## config.mk

```make
export PLATFORM = sky130hd
export DESIGN_NAME = minefield_ctrl
export DESIGN_NICKNAME = d
export VERILOG_FILES = /design/src/rtl/minefield_pkg.sv /design/src/rtl/lfsr16.sv /design/src/rtl/minefield_ctrl.sv
export SDC_FILE = /design/constraint.sdc
export NUM_CORES = 1
export LEC_CHECK = 0
export BUFFER_PORTS_ARGS = -buffer_cell sky130_fd_sc_hd__buf_2
export CORE_ASPECT_RATIO = 1.4
export CORE_MARGIN = 5
export CORE_UTILIZATION = 40
export DETAILED_ROUTE_END_ITERATION = 8
export GPL_TIMING_DRIVEN = 0
export PLACE_DENSITY_LB_ADDON = 0.1
export RECOVER_POWER = 100
export SLEW_MARGIN = 40
export SYNTH_ARGS = -nofsm -noshare
export SYNTH_HDL_FRONTEND = slang
export SYNTH_SLANG_ARGS = --single-unit
```

## constraint.sdc

```tcl
create_clock -name clk -period 3.35 [get_ports clk]
set_clock_uncertainty 0.1 [all_clocks]
set_input_delay 0.1675 -clock clk [delete_from_list [all_inputs] [get_ports clk]]
set_output_delay 0.1675 -clock clk [all_outputs]
set_load 0.05 [all_outputs]
```

## src/rtl/minefield_pkg.sv

```systemverilog
// Shared constants for the minefield controller: FSM state codes, LFSR shape,
// neighbour-count width and the cell-index width helper.
package minefield_pkg;

    localparam int unsigned ADJ_W     = 4;
    localparam int unsigned LFSR_W    = 16;
    // Fibonacci taps 16,14,13,11 expressed as a mask over q[15:0].
    localparam logic [LFSR_W-1:0] LFSR_TAPS = 16'hB400;

    localparam int unsigned STATE_W = 3;
    localparam logic [STATE_W-1:0] StIdle  = 3'd0;
    localparam logic [STATE_W-1:0] StPlace = 3'd1;
    localparam logic [STATE_W-1:0] StPlay  = 3'd2;
    localparam logic [STATE_W-1:0] StLost  = 3'd3;
    localparam logic [STATE_W-1:0] StWon   = 3'd4;

    function automatic int unsigned idx_width(input int unsigned n);
        return (n <= 2) ? 1 : $clog2(n);
    endfunction

endpackage

```

## src/rtl/lfsr16.sv

```systemverilog
// Free-running 16-bit Fibonacci LFSR; a zero seed is replaced by 1 so the
// register can never lock up.
module lfsr16
    import minefield_pkg::*;
(
    input  logic              clk,
    input  logic              reset,
    input  logic [LFSR_W-1:0] seed,
    output logic [LFSR_W-1:0] q
);

    logic [LFSR_W-1:0] seed_eff;
    logic [LFSR_W-1:0] q_d;
    logic [LFSR_W-1:0] q_q;

    assign seed_eff = (seed == '0) ? LFSR_W'(1) : seed;

    always_comb begin
        q_d = {q_q[LFSR_W-2:0], ^(q_q & LFSR_TAPS)};
    end

    always_ff @(posedge clk or posedge reset) begin
        if (reset) begin
            q_q <= seed_eff;
        end else begin
            q_q <= q_d;
        end
    end

    assign q = q_q;

endmodule

```

## src/rtl/minefield_ctrl.sv

```systemverilog
// Minesweeper game controller: random bomb placement, reveal handshake, win/loss.
// Define MINEFIELD_ADJ_COUNT_EN to report the neighbouring bomb count on res_adj.
module minefield_ctrl
    import minefield_pkg::*;
#(
    parameter int unsigned   ROWS      = 4,
    parameter int unsigned   COLS      = 4,
    parameter int unsigned   NUM_BOMBS = 4,
    parameter logic [15:0]   SEED      = 16'hACE1,
    localparam int unsigned  N         = ROWS * COLS,
    localparam int unsigned  IDX_W     = idx_width(N)
) (
    input  logic             clk,
    input  logic             reset,
    input  logic             start,
    input  logic             rev_valid,
    output logic             rev_ready,
    input  logic [IDX_W-1:0] rev_idx,
    output logic             res_valid,
    output logic             res_bomb,
    output logic             res_dup,
    output logic [ADJ_W-1:0] res_adj,
    output logic [N-1:0]     revealed,
    output logic [IDX_W:0]   safe_cnt,
    output logic             busy,
    output logic             game_over,
    output logic             win
);

    localparam logic [IDX_W:0] NCells     = (IDX_W+1)'(N);
    localparam logic [IDX_W:0] BombTarget = (IDX_W+1)'(NUM_BOMBS);
    localparam logic [IDX_W:0] SafeTarget = (IDX_W+1)'(N - NUM_BOMBS);

    logic [STATE_W-1:0] state_d, state_q;
    logic [N-1:0]       bomb_d, bomb_q;
    logic [N-1:0]       revealed_d, revealed_q;
    logic [IDX_W:0]     safe_cnt_d, safe_cnt_q;
    logic [IDX_W:0]     placed_d, placed_q;
    logic               res_valid_d, res_valid_q;
    logic               res_bomb_d, res_bomb_q;
    logic               res_dup_d, res_dup_q;
    logic [ADJ_W-1:0]   res_adj_d, res_adj_q;

    logic [LFSR_W-1:0]  lfsr_q;
    logic [IDX_W-1:0]   cand;
    logic               accept;
    logic               idx_ok;
    logic [ADJ_W-1:0]   adj;

    lfsr16 u_lfsr (
        .clk   (clk),
        .reset (reset),
        .seed  (SEED),
        .q     (lfsr_q)
    );

    assign cand   = lfsr_q[IDX_W-1:0];
    assign accept = rev_valid && rev_ready;
    assign idx_ok = ({1'b0, rev_idx} < NCells);

`ifdef MINEFIELD_ADJ_COUNT_EN
    localparam int RowsI = int'(ROWS);
    localparam int ColsI = int'(COLS);

    int               adj_row, adj_col, nr, nc;
    logic [IDX_W-1:0] nidx;

    // Neighbours outside the grid are skipped rather than wrapped.
    always_comb begin
        adj     = '0;
        adj_row = int'(rev_idx) / ColsI;
        adj_col = int'(rev_idx) % ColsI;
        nr      = 0;
        nc      = 0;
        nidx    = '0;
        for (int dr = -1; dr <= 1; dr++) begin
            for (int dc = -1; dc <= 1; dc++) begin
                nr   = adj_row + dr;
                nc   = adj_col + dc;
                nidx = IDX_W'(nr * ColsI + nc);
                if (!(dr == 0 && dc == 0) && nr >= 0 && nr < RowsI &&
                    nc >= 0 && nc < ColsI && bomb_q[nidx]) begin
                    adj = adj + ADJ_W'(1);
                end
            end
        end
    end
`else
    assign adj = '0;
`endif

    always_comb begin
        state_d     = state_q;
        bomb_d      = bomb_q;
        revealed_d  = revealed_q;
        safe_cnt_d  = safe_cnt_q;
        placed_d    = placed_q;
        res_valid_d = 1'b0;
        res_bomb_d  = 1'b0;
        res_dup_d   = 1'b0;
        res_adj_d   = '0;

        // start overrides everything, including a reveal accepted this cycle.
        if (start) begin
            state_d    = StPlace;
            bomb_d     = '0;
            revealed_d = '0;
            safe_cnt_d = '0;
            placed_d   = '0;
        end else begin
            case (state_q)
                StPlace: begin
                    if ({1'b0, cand} < NCells && !bomb_q[cand]) begin
                        bomb_d[cand] = 1'b1;
                        placed_d     = placed_q + 1'b1;
                        if (placed_q + 1'b1 == BombTarget) begin
                            state_d = StPlay;
                        end
                    end
                end
                StPlay: begin
                    if (accept && idx_ok) begin
                        res_valid_d = 1'b1;
                        res_adj_d   = adj;
                        if (bomb_q[rev_idx]) begin
                            res_bomb_d          = 1'b1;
                            revealed_d[rev_idx] = 1'b1;
                            state_d             = StLost;
                        end else if (revealed_q[rev_idx]) begin
                            res_dup_d = 1'b1;
                        end else begin
                            revealed_d[rev_idx] = 1'b1;
                            safe_cnt_d          = safe_cnt_q + 1'b1;
                            if (safe_cnt_q + 1'b1 == SafeTarget) begin
                                state_d = StWon;
                            end
                        end
                    end
                end
                default: ;
            endcase
        end
    end

    always_ff @(posedge clk or posedge reset) begin
        if (reset) begin
            state_q     <= StIdle;
            bomb_q      <= '0;
            revealed_q  <= '0;
            safe_cnt_q  <= '0;
            placed_q    <= '0;
            res_valid_q <= 1'b0;
            res_bomb_q  <= 1'b0;
            res_dup_q   <= 1'b0;
            res_adj_q   <= '0;
        end else begin
            state_q     <= state_d;
            bomb_q      <= bomb_d;
            revealed_q  <= revealed_d;
            safe_cnt_q  <= safe_cnt_d;
            placed_q    <= placed_d;
            res_valid_q <= res_valid_d;
            res_bomb_q  <= res_bomb_d;
            res_dup_q   <= res_dup_d;
            res_adj_q   <= res_adj_d;
        end
    end

    assign rev_ready = (state_q == StPlay);
    assign busy      = (state_q == StPlace);
    assign game_over = (state_q == StLost);
    assign win       = (state_q == StWon);
    assign res_valid = res_valid_q;
    assign res_bomb  = res_bomb_q;
    assign res_dup   = res_dup_q;
    assign res_adj   = res_adj_q;
    assign revealed  = revealed_q;
    assign safe_cnt  = safe_cnt_q;

endmodule

```

# Yosys cells after proc, flatten, opt, wreduce, memory -nomap -nowiden
# Index checks and enable logic that the tools add are counted.
[totals]
register_bits = 64
output_inout_bits = 32
wordCells = 90
[classes]
n_addsub = 2
n_lt_le_gt_ge = 4
n_eq_ne = 15
n_mux = 46
bitwise = 2
reduce_logical = 12
[ops]
columns = ["op", "n"]
rows = [
  ["2-to-1 mux 16 bit", 8],
  ["2-to-1 mux 5 bit", 8],
  ["bitwise OR 16 bit", 2],
  ["2-to-1 mux 3 bit", 7],
  ["2-to-1 mux 1 bit", 17],
  ["XOR reduction 16 bit", 1],
  ["binary-select mux 1 bit (select 4 bit)", 3],
  ["adder 5 x 1 -> 5 bit, second input constant", 2],
  ["< comparator 4 x 5 -> 1 bit, second input constant", 2],
  ["demux 1 bit (select 4 bit)", 2],
  ["greater-or-equal comparator 4 x 1 -> 1 bit, second input constant", 2],
  ["== test 3 x 2 -> 1 bit, second input constant", 2],
  ["inequality test 2 bit, second input constant", 3],
  ["inequality test 3 x 2 -> 1 bit, second input constant", 2],
  ["inequality test 3 bit, second input constant", 2],
  ["case mux 3 bit (2 select lines)", 1],
  ["AND reduction 6 bit", 1],
  ["nonzero test 2 bit", 3],
  ["== test 5 x 3 -> 1 bit, second input constant", 1],
  ["== test 5 x 4 -> 1 bit, second input constant", 1],
  ["inequality test 4 x 2 -> 1 bit, second input constant", 1],
  ["inequality test 4 bit, second input constant", 1],
  ["AND reduction 4 bit", 1],
  ["== test 3 x 1 -> 1 bit, second input constant", 1],
  ["5 further kinds", 7],
]

# Depth between registers and ports, before layout
# Gate-level depths: netlist of the first run.
[depth]
word_depth = 10
depth_mapped = 7
depth_no_buf = 6

# Worst setup path after synthesis of the first run
# Ideal clock, no wire load.
[synth_timing]
path_type = "reg2reg"
start = "register state_q[0]"
end = "register revealed_q[10], in the netlist revealed[10]"
setup_ns = 0.073
arrival_ns = 2.916
required_ns = 3.177
setup_slack_ns = 0.261
path_stages_with_launch = 6
n_path_buf = 0
path_cell_list = "dfrtp_1 -> nor3b_1 -> nand2_1 -> a2111oi_4 -> a31oi_1 -> nor2_1"
[synth_via]
elab_chain_len = 4
word_cells_on_any_way = 5
cone_classes = "eq/ne: 1; reduce/logical: 4"
[synth_rtl]
columns = ["item", "line", "source"]
rows = [
  ["start, declared", "minefield_ctrl.sv:34", "logic [STATE_W-1:0] state_d, state_q;"],
  ["start signal, assigned", "minefield_ctrl.sv:147", "state_q <= StIdle;"],
  ["start signal, assigned", "minefield_ctrl.sv:157", "state_q <= state_d;"],
  ["== test 3 x 2 -> 1 bit (*)", "minefield_ctrl.sv:169", "assign rev_ready = (state_q == StPlay);"],
  ["via rev_ready", "minefield_ctrl.sv:17", "output logic rev_ready,"],
  ["logical AND 1 bit", "minefield_ctrl.sv:58", "assign accept = rev_valid && rev_ready;"],
  ["nonzero test 2 bit (no source line)", "n/a", ""],
  ["AND reduction 3 bit (no source line) (*)", "n/a", ""],
  ["end signal, assigned", "minefield_ctrl.sv:159", "revealed_q <= revealed_d;"],
  ["end, declared", "minefield_ctrl.sv:36", "logic [N-1:0] revealed_d, revealed_q;"],
]
# Mark *: on every way through the listed nets, which the timed path passes. The rest lies on a longest branch.
# A chain may end at the register's enable or synchronous reset.

# Worst setup path in the final report of the first run
[layout_timing]
start = "register revealed_q[1], in the netlist revealed[1]"
end = "register revealed_q[10], in the netlist revealed[10]"
[layout_via]
elab_chain_len = 4
[layout_rtl]
columns = ["item", "line", "source"]
rows = [
  ["binary-select mux 1 bit (select 4 bit)", "minefield_ctrl.sv:129", "end else if (revealed_q[rev_idx]) begin"],
  ["2-to-1 mux 1 bit (not written as such)", "minefield_ctrl.sv:129", ""],
  ["inequality test 3 bit (no source line)", "n/a", ""],
  ["AND reduction 3 bit (no source line)", "n/a", ""],
]
# No other way between the ends. The select of a mux whose other input is x is not followed.

==> results of run 1 <==
area by class of cell:
| class | count | area, sq um |
|---|---|---|
| Multi-Input combinational cell | 182 | 1297 |
| Inverter | 10 | 38.79 |
| Clock buffer | 9 | 123.9 |
| Clock inverter | 7 | 48.80 |
| Fill cell | 753 | 4155 |
| Tap cell | 100 | 125.1 |
| Timing Repair Buffer | 35 | 143.9 |
| Buffer | 17 | 110.1 |
| Sequential cell | 64 | 1612 |
critical path, cell delays in order (launching register included):
cell,delay [ns]
dfrtp_1,0.41
mux4_2,0.49
mux2_1,0.35
a2111oi_0,1.06
a31oi_1,0.19
nor2_1,0.14
repair_timing:
action	in CTS	in global routing
gates resized for setup	0	0
hold buffers	1	0
endpoints found under the hold margin	56	0
sequential cells by signal, indices dropped and copies added (netlist names):
signal / cells
bomb_q: 16
placed_q: 5
res_bomb: 1
res_dup: 1
res_valid: 1
revealed: 16
safe_cnt: 5
state_q: 3
u_lfsr.q: 16
through the flow:
step / worst slack (ns) / instances / total power, W
5_1_grt: 0.4112 / 424 / 0.001578
3_3_place_gp: 0.6420 / 405 / 0.0009415
3_5_place_dp: 0.6426 / 406 / 0.0009472
6_report: 0.5202 / 424 / 0.001514
2_1_floorplan: 0.2612 / 273 / 0.0009093
4_1_cts: 0.5435 / 423 / 0.001535
metal layers:
| metal | track usage, % | vias to the layer above | wire, um |
|---|---|---|---|
| met4 | 7.082 | 0 | 133 |
| met5 | 0 | - | 0 |
| met2 | 27.13 | 51 | 3818 |
| met3 | 4.841 | 13 | 320 |
| li1 | - | 1061 | - |
| met1 | 20.15 | 1124 | 3134 |
how the worst min path moves through the flow:
| stage | start | to | slack (ns) |
|---|---|---|---|
| floorplan | u_lfsr.q[8]$_DFF_PP0_ | u_lfsr.q[9]$_DFF_PP0_ | 0.23 |
| global placement | u_lfsr.q[14]$_DFF_PP0_ | u_lfsr.q[15]$_DFF_PP1_ | 0.24 |
| detailed placement | reset | bomb_q[9]$_DFFE_PP0P_ | 0.05 |
| CTS | rev_valid | state_q[0]$_DFFE_PP0P_ | 0.02 |
| global route | rev_valid | state_q[0]$_DFFE_PP0P_ | 0.05 |
| finish | rev_valid | state_q[0]$_DFFE_PP0P_ | 0.03 |
logic make-up (layout without fill, tap and decap cells):
family                     after synthesis  in the layout  synth area share [%]
other                                    1              4                0.1215
AOI/OAI and AO/OA                       55             55                 12.04
adders and majority gates                2              2                0.8106
buffers and inverters                   27             78                 4.824
xor gates and xnor gates                 5              5                 1.419
and+or+nand+nor                         91             91                 15.24
DFF                                     64             64                 52.21
muxes                                   25             25                 13.34
synth_stat cells, types with 2 or more instances:
library cell	n	area share (%)
a2111oi_4	2	1.8
a211oi_1	3	0.73
a21oi_1	28	4.5
a31oi_1	10	2.0
and3_1	4	0.81
and3_2	2	0.49
and3b_1	2	0.57
buf_2	2	0.32
buf_4	4	0.97
buf_6	4	1.5
clkbuf_1	7	0.85
dfrtp_1	56	45
dfstp_2	8	6.8
ha_1	2	0.81
inv_1	9	1.1
mux2_2	8	2.9
mux2i_1	4	1.3
mux4_1	2	1.7
mux4_2	8	5.8
nand2_1	10	1.2
nand3_1	5	0.81
nand4_1	4	0.81
nor2_1	39	4.7
nor2b_1	9	1.8
nor3_1	2	0.32
nor3b_1	2	0.49
o211ai_1	2	0.49
o21ai_0	3	0.49
xnor2_1	3	0.85
xor2_1	2	0.57
power by group:
group / internal, W / switching (W)
sequential: 0.000781 / 0.00000766
combinational: 0.0000441 / 0.0000922
clock: 0.000266 / 0.000323
total: 0.00109 / 0.000423
==> summary.txt, run 1 <==
Maximum VDD drop -> 0.0002922 V
Highest clock rate -> 0.3534 GHz
Setup_tns -> 0 ns
FF-to-FF path depth -> 5
Routability cong. -> 0.7928
Worst path arrival time -> 3.01 ns
Row cnt -> 38
Cell Pwr Density -> 432.6 nW/um^2
FF-to-FF End -> revealed[10]$_DFFE_PP0P_
Clock Path Buffers -> 2
Clk slew on worst S/H paths -> 0.08 ns
Slew margin rel. -> 15.37%
Routed Antenna Nets -> 0
Post-synthesis sequential area ratio -> 52.21%
Crit. End Element -> register
Syn Inst Count -> 270
Iteration count of the initial detailed-routing pass -> 5
First-pass GRT wire length -> 12120 um
CP endpoint -> revealed[10]$_DFFE_PP0P_
Synth warn -> 0
Initial antenna violation count -> 0
Total Routing Usage GR -> 16.50%
Number of DRC markers in iteration 0 -> 167
Postcts setup bufs -> 0
Root Buffer -> clkbuf_8
Via-to-Cell Ratio -> 5.304
Largest net degree at the start of global routing -> 44
DIE HEIGHT -> 113.9 um
Number of diodes -> 0
Placeable core region -> 7655 sq um
Status -> complete, no violations
# setup viols final -> 0
Worst Max-Slew Pin Slew -> 1.237 ns
Die footprint -> 9598 sq um
Post-synth EDFFs -> 0
Final Hold Viols -> 0
Worst Setup SP -> revealed[1]$_DFFE_PP0P_
Final wirelength -> 7407 um
Max Cap Violations -> 0
Share of layout cells above drive strength 1 -> 17.28%
Hold WS -> 0.02933 ns
CP required -> 3.53 ns
Leak pwr -> 1.517 nW
CP Launch Type -> register
#FFs+latches synth -> 64
I/O pin cnt -> 40
H-tree depth -> 3
Vias in the first global route -> 2245
Max-slew violations -> 0
Die width -> 84.24 um
WHS Path Cells -> 3
Syn avg cell area -> 11.43 sq um
DRC -> 0
Final Util -> 45.72%
Worst-skew pair later-pin latency -> 0.36 ns
CTS tree -> built
PortBufs -> 32
Post-DP Area -> 3412 sq um
Period utilization -> 84.47%
Nets -> 329
Clk sinks -> 64
Crit-path max FO -> 4
Design area -> 3500 sq um
Fin crit period -> 2.830 ns
Async SR Flop Fraction -> 100.0%
Via count -> 2249
Crit Path Category -> reg2reg
CTS Buf Count -> 9
Netlist cell types -> 54
GRT overflow -> 0
Commonest non-fill, non-tap cells in the layout -> dfrtp_1 (56), nor2_1 (39), clkbuf_1 (37), a21oi_1 (29)
Wire per inst -> 17.47 um
Most common cell after layout, fill and taps aside -> dfrtp_1
R2R Setup Slk -> 0.52 ns
Area grow syn2layout -> 13.38%
RSZ-0062 raised after global routing -> no
Initial core utilization -> 40.32%
HP Class -> in2reg
Main synth FF type -> dfrtp_1
R2r startpoint -> revealed[1]$_DFFE_PP0P_
Post-Syn Area -> 3087 sq um
Placed wire-length estimate -> 5280 um
No activity file was read; power rests on OpenSTA's default activity.
==> inputs of run 2 (changes only) <==
==> constraint.sdc (replaced) <==
create_clock -name clk -period 2.7 [get_ports clk]
set_clock_uncertainty 0.1 [all_clocks]
set_input_delay 0.135 -clock clk [delete_from_list [all_inputs] [get_ports clk]]
set_output_delay 0.135 -clock clk [all_outputs]
set_load 0.05 [all_outputs]
==> run 2 against run 1 <==
Compared with the run above: global-route usage is 0.49 points lower; routed wire length fell by 3.1%; register-to-register slack worse by 0.28 ns; combinational power increased by 26%; sequential cell count is the same; worst setup slack got worse by 0.28 ns; largest power group is now clock; non-clock buffer count rose by 1; design area up 3.4%; sequential share of layout area fell by 1.5 points; via count is 0.62% lower; cell count up 0.24%; fmax up 15%.
==> summary.txt, run 2 (synthesized netlist as in run 1, its figures left out) <==
CTS tree -> built
Via count -> 2235 (-0.62%)
Placeable core region -> 7655 sq um (unchanged)
Placed wire-length estimate -> 5209 um (-1.3%)
Clk sinks -> 64 (unchanged)
CP Launch Type -> register
# setup viols final -> 0 (unchanged)
I/O pin cnt -> 40 (unchanged)
Die width -> 84.24 um (unchanged)
Setup_tns -> 0 ns (unchanged)
Commonest non-fill, non-tap cells in the layout -> dfrtp_1 (56), nor2_1 (39), clkbuf_1 (36), a21oi_1 (29)
Clk slew on worst S/H paths -> 0.07 ns (about the same)
DRC -> 0 (unchanged)
Area grow syn2layout -> 17.19%
Highest clock rate -> 0.4064 GHz (+15%)
Fin crit period -> 2.461 ns (-0.3689 ns)
Crit Path Category -> reg2reg
Row cnt -> 38 (unchanged)
Worst-skew pair later-pin latency -> 0.36 ns (about the same)
Worst Max-Slew Pin Slew -> 1.025 ns (-0.2125 ns)
Initial antenna violation count -> 0 (unchanged)
CP required -> 2.88 ns (-0.65 ns)
Final Hold Viols -> 0 (unchanged)
First-pass GRT wire length -> 11850 um (-2.2%)
Final wirelength -> 7176 um (-3.1%)
RSZ-0062 raised after global routing -> no
Period utilization -> 91.14% (+6.7 points)
Cell Pwr Density -> 624.7 nW/um^2 (+44%)
Maximum VDD drop -> 0.0003054 V (+4.5%)
CTS resizes -> 0 (unchanged)
Number of DRC markers in iteration 0 -> 116 (-31%)
HP Class -> in2reg
Post-Place Setup Slack -> 0.05836 ns (-0.5842 ns)
H-tree depth -> 3 (unchanged)
Number of diodes -> 0 (unchanged)
Total Routing Usage GR -> 16.00% (-0.49 points)
GRT overflow -> 0 (unchanged)
Status -> complete, no violations
Initial core utilization -> 40.32% (unchanged)
Wire per inst -> 16.88 um (-3.3%)
Fillers -> 713 (-5.3%)
Clock Path Buffers -> 2 (unchanged)
Crit. End Element -> register
Root Buffer -> clkbuf_8
Share of layout cells above drive strength 1 -> 18.77% (+1.5 points)
Iteration count of the initial detailed-routing pass -> 4 (-1)
Routed Antenna Nets -> 0 (unchanged)
Vias in the first global route -> 2296 (+2.3%)
Largest net degree at the start of global routing -> 43 (-2.3%)
Routability cong. -> 0.8229 (+3.8%)
Final setup margin -> 0.2391 ns (-0.2811 ns)
Final Util -> 47.25% (+1.5 points)
Most common cell after layout, fill and taps aside -> dfrtp_1
Die footprint -> 9598 sq um (unchanged)
PortBufs -> 32 (unchanged)
CTS Buf Count -> 9 (unchanged)
Crit-path max FO -> 10 (+6)
Via-to-Cell Ratio -> 5.259 (-0.86%)
Nets -> 330 (+0.30%)
Leak pwr -> 1.577 nW (+3.9%)
Max Cap Violations -> 0 (unchanged)
Worst path arrival time -> 2.64 ns (-0.37 ns)
Slew margin rel. -> 31.29% (+16 points)
Max-slew violations -> 0 (unchanged)
DIE HEIGHT -> 113.9 um (unchanged)
run 2: what timing repair did:
item / 4_1_cts / 5_1_grt
endpoints found under the setup margin: 0 / 14
hold endpoints to repair: 57 / 0
buffers inserted: 0 / 1
hold buffers: 2 / 0
run 2: layer usage:
metal | part of all wire [%] | vias up | GRT usage [%] | wire length (um)
met2 | 51 | 41 | 27.34 | 3672
met4 | 2.6 | 0 | 7.833 | 188
li1 | - | 1068 | - | -
met3 | 3.8 | 15 | 3.902 | 276
met5 | 0 | - | 0 | 0
met1 | 42 | 1111 | 18.72 | 3038
run 2: final cells by class:
cell class | count | area (sq um) | area share, %
inverters | 10 | 38.79 | 1.072
repair buffers | 36 | 157.7 | 4.358
multi-input cells | 182 | 1304 | 36.04
plain buffers | 17 | 111.4 | 3.079
well taps | 100 | 125.1 | 3.459
clock inverters | 5 | 127.6 | 3.528
clock buffers | 11 | 141.4 | 3.909
flip-flops and latches | 64 | 1612 | 44.55
run 2: critical path, stage by stage, from the launching register on:
cell and delay, ns:
dfstp_2 0.61, buf_6 0.16, mux2_1 0.33, a222oi_1 0.31
buf_4 0.20, nand3_1 0.16, or3_1 0.35, a21oi_1 0.15
run 2: power by group:
| part | total (W) | switching, W | internal, W |
|---|---|---|---|
| clock | 0.00111 | 0.000377 | 0.000732 |
| combinational | 0.000171 | 0.000115 | 0.0000557 |
| sequential | 0.000980 | 0.0000101 | 0.000970 |
run 2: per-stage QoR:
step | area (sq um) | hold slack [ns] | total power [W] | std cells
6_report | 3617 | 0.05828 | 0.002260 | 425
3_5_place_dp | 3417 | 0.02377 | 0.001175 | 406
5_1_grt | 3617 | 0.07202 | 0.002349 | 425
3_3_place_gp | 3388 | 0.2445 | 0.001168 | 405
4_1_cts | 3706 | 0.05105 | 0.002290 | 424
2_1_floorplan | 3103 | 0.2185 | 0.001128 | 273
run 2: worst paths after layout:
path                                       startpoint                 endpoint  slack [ns]  cells after the start
worst max-delay path            u_lfsr.q[0]$_DFF_PP1_  placed_q[2]$_DFFE_PP0P_        0.24                      7
worst min-delay path                            start  safe_cnt[0]$_DFFE_PP0P_        0.06                      3
worst max register to register  u_lfsr.q[0]$_DFF_PP1_  placed_q[2]$_DFFE_PP0P_        0.24                      7
worst min register to register  u_lfsr.q[6]$_DFF_PP1_    u_lfsr.q[7]$_DFF_PP1_        0.26                      0
max in group asynchronous                       reset  revealed[3]$_DFFE_PP0P_        0.64                      4
min in group asynchronous                       reset  placed_q[0]$_DFFE_PP0P_        0.40                      3
==> inputs of run 3 (changes only) <==
--- a/config.mk
+++ b/config.mk
@@ -6,9 +6,11 @@
 export NUM_CORES = 1
 export LEC_CHECK = 0
 export BUFFER_PORTS_ARGS = -buffer_cell sky130_fd_sc_hd__buf_2
+export CELL_PAD_IN_SITES_DETAIL_PLACEMENT = 1
+export CELL_PAD_IN_SITES_GLOBAL_PLACEMENT = 2
 export CORE_ASPECT_RATIO = 1.4
 export CORE_MARGIN = 5
-export CORE_UTILIZATION = 40
+export CORE_UTILIZATION = 38
 export DETAILED_ROUTE_END_ITERATION = 8
 export GPL_TIMING_DRIVEN = 0
 export PLACE_DENSITY_LB_ADDON = 0.1
==> run 3 against run 2 <==
Compared with the run above: the run now ends with max-capacitance violations, max-slew violations left; first-iteration DRC count decreased by 28%; worst setup slack got worse by 0.027 ns; utilization decreased by 1.1 points; combinational power increased by 4%; cell count increased by 0.24%; global-route usage increased by 1.7 points; sequential cell count unchanged.
==> summary.txt, run 3 (synthesized netlist as in run 1, its figures left out) <==
DIE HEIGHT -> 116.6 um (+2.4%)
Via-to-Cell Ratio -> 5.460 (+3.8%)
Initial core utilization -> 38.34% (-2.0 points)
Highest clock rate -> 0.4019 GHz (-1.1%)
CTS tree -> built
Routed Antenna Nets -> 0 (unchanged)
Flip-flop and latch area -> 1612 sq um (unchanged)
Share of layout cells above drive strength 1 -> 19.44% (+0.68 points)
Clk sinks -> 64 (unchanged)
Hold WS -> 0.02579 ns (-0.03250 ns)
Vias in the first global route -> 2584 (+13%)
Max Cap Violations -> 1 (+1)
FF-to-FF path depth -> 7 (unchanged)
# setup viols final -> 0 (unchanged)
DRC -> 0 (unchanged)
Final Util -> 46.15% (-1.1 points)
Total power -> 0.002531 W (+12%)
H-tree depth -> 3 (unchanged)
Wire per inst -> 19.02 um (+13%)
CP required -> 2.77 ns (-0.11 ns)
Nets -> 329 (-0.30%)
Period utilization -> 92.16% (+1.0 points)
Status -> finished, violations left
Area of the multi-input gates -> 1310 sq um (+0.48%)
Crit-path max FO -> 10 (unchanged)
Number of diodes -> 0 (unchanged)
Die footprint -> 10050 sq um (+4.7%)
Crit Path Category -> reg2reg
Total Routing Usage GR -> 17.75% (+1.7 points)
R2R Setup Slk -> 0.21 ns (-0.03 ns)
WHS Path Cells -> 3 (unchanged)
R2r startpoint -> u_lfsr.q[0]$_DFF_PP1_
Fin crit period -> 2.488 ns (+0.02741 ns)
FF-to-FF End -> state_q[2]$_DFFE_PP0P_
Via count -> 2326 (+4.1%)
Largest net degree at the start of global routing -> 40 (-7.0%)
First-pass GRT wire length -> 13790 um (+16%)
I/O pin cnt -> 40 (unchanged)
Placed wire-length estimate -> 5779 um (+11%)
CTS Buf Count -> 9 (unchanged)
RSZ-0062 raised after global routing -> no
Worst-skew pair later-pin latency -> 0.33 ns (-0.03 ns)
Final wirelength -> 8103 um (+13%)
Cell Pwr Density -> 681.1 nW/um^2 (+9.0%)
Root Buffer -> clkbuf_16
Maximum VDD drop -> 0.0005226 V (+71%)
Worst path arrival time -> 2.56 ns (-0.08 ns)
Final Hold Viols -> 0 (unchanged)
HP Class -> in2reg
Routability cong. -> 0.7687 (-6.6%)
GRT overflow -> 0 (unchanged)
Crit. End Element -> register
Commonest non-fill, non-tap cells in the layout -> dfrtp_1 (56), nor2_1 (39), clkbuf_1 (34), a21oi_1 (29)
Clk slew on worst S/H paths -> 0.06 ns (about the same)
Hold Crit Start -> rev_valid
Fillers -> 896 (+26%)
Placeable core region -> 8051 sq um (+5.2%)
CP Launch Type -> register
Initial antenna violation count -> 0 (unchanged)
Slew margin rel. -> -0.2628% (-32 points)
Leak pwr -> 1.627 nW (+3.2%)
Worst Hold End -> state_q[0]$_DFFE_PP0P_
Failing checks -> max-capacitance violations, max-slew violations
Iteration count of the initial detailed-routing pass -> 4 (unchanged)
Max-slew violations -> 39 (+39)
Row cnt -> 39 (+2.6%)
Die width -> 86.17 um (+2.3%)
PortBufs -> 32 (unchanged)
Area grow syn2layout -> 20.39%
Most common cell after layout, fill and taps aside -> dfrtp_1
Number of DRC markers in iteration 0 -> 83 (-28%)
Setup_tns -> 0 ns (unchanged)
Clock Path Buffers -> 2 (unchanged)
Worst Max-Slew Pin Slew -> 1.502 ns (+0.4773 ns)
## run 3: how the worst max path moves through the flow
stage                           start                  endpoint  slack, ns
5_1_grt         u_lfsr.q[0]$_DFF_PP1_    state_q[2]$_DFFE_PP0P_       0.05
4_1_cts         u_lfsr.q[1]$_DFF_PP0_    state_q[2]$_DFFE_PP0P_       0.15
3_5_place_dp    u_lfsr.q[0]$_DFF_PP1_    state_q[2]$_DFFE_PP0P_      -0.06
3_3_place_gp                    reset   safe_cnt[2]$_DFFE_PP0P_      -0.05
6_report        u_lfsr.q[0]$_DFF_PP1_    state_q[2]$_DFFE_PP0P_       0.21
2_1_floorplan  state_q[0]$_DFFE_PP0P_  revealed[10]$_DFFE_PP0P_       0.32
## run 3: worst max-delay path, cell delays in order, from the launching register on
cell      delay, ns
dfstp_2        0.60
buf_6          0.16
mux2_1         0.33
a222oi_1       0.32
buf_4          0.21
nand3_1        0.16
o21ai_0        0.31
a221oi_1       0.14
## run 3: metrics by stage
stage / cell area [sq um] / instances / setup WS [ns]
5_1_grt: 3716 / 426 / 0.05294
3_3_place_gp: 3391 / 407 / -0.04563
3_5_place_dp: 3420 / 408 / -0.05859
6_report: 3716 / 426 / 0.2117
4_1_cts: 3791 / 426 / 0.1499
2_1_floorplan: 3103 / 273 / 0.3201
## run 3: timing repair
item | 4_1_cts | 5_1_grt
hold buffers | 1 | 0
setup endpoints to repair | 4 | 2
pin swaps | 1 | 0
buffers inserted | 1 | 0
gates resized for setup | 0 | 2
hold endpoints to repair | 30 | 0
## run 3: layout make-up
| class | count | area share, % |
|---|---|---|
| Multi-Input combinational cell | 182 | 35.25 |
| Tap cell | 102 | 3.434 |
| Inverter | 10 | 1.010 |
| Clock inverter | 6 | 3.098 |
| Timing Repair Buffer | 35 | 4.377 |
| Clock buffer | 10 | 6.431 |
| Buffer | 17 | 3.030 |
| Sequential cell | 64 | 43.37 |
## run 3: per-layer routing
metal	vias up	track usage [%]	part of all wire, %
li1	1071	-	-
met5	-	0	0
met1	1203	21.81	42
met4	0	7.380	2.4
met2	36	30.42	52
met3	16	3.529	3.7
## run 3: power by group
group          internal (W)  switching, W
Clock              0.000931      0.000440
Combinational     0.0000577      0.000120
Sequential         0.000971     0.0000107
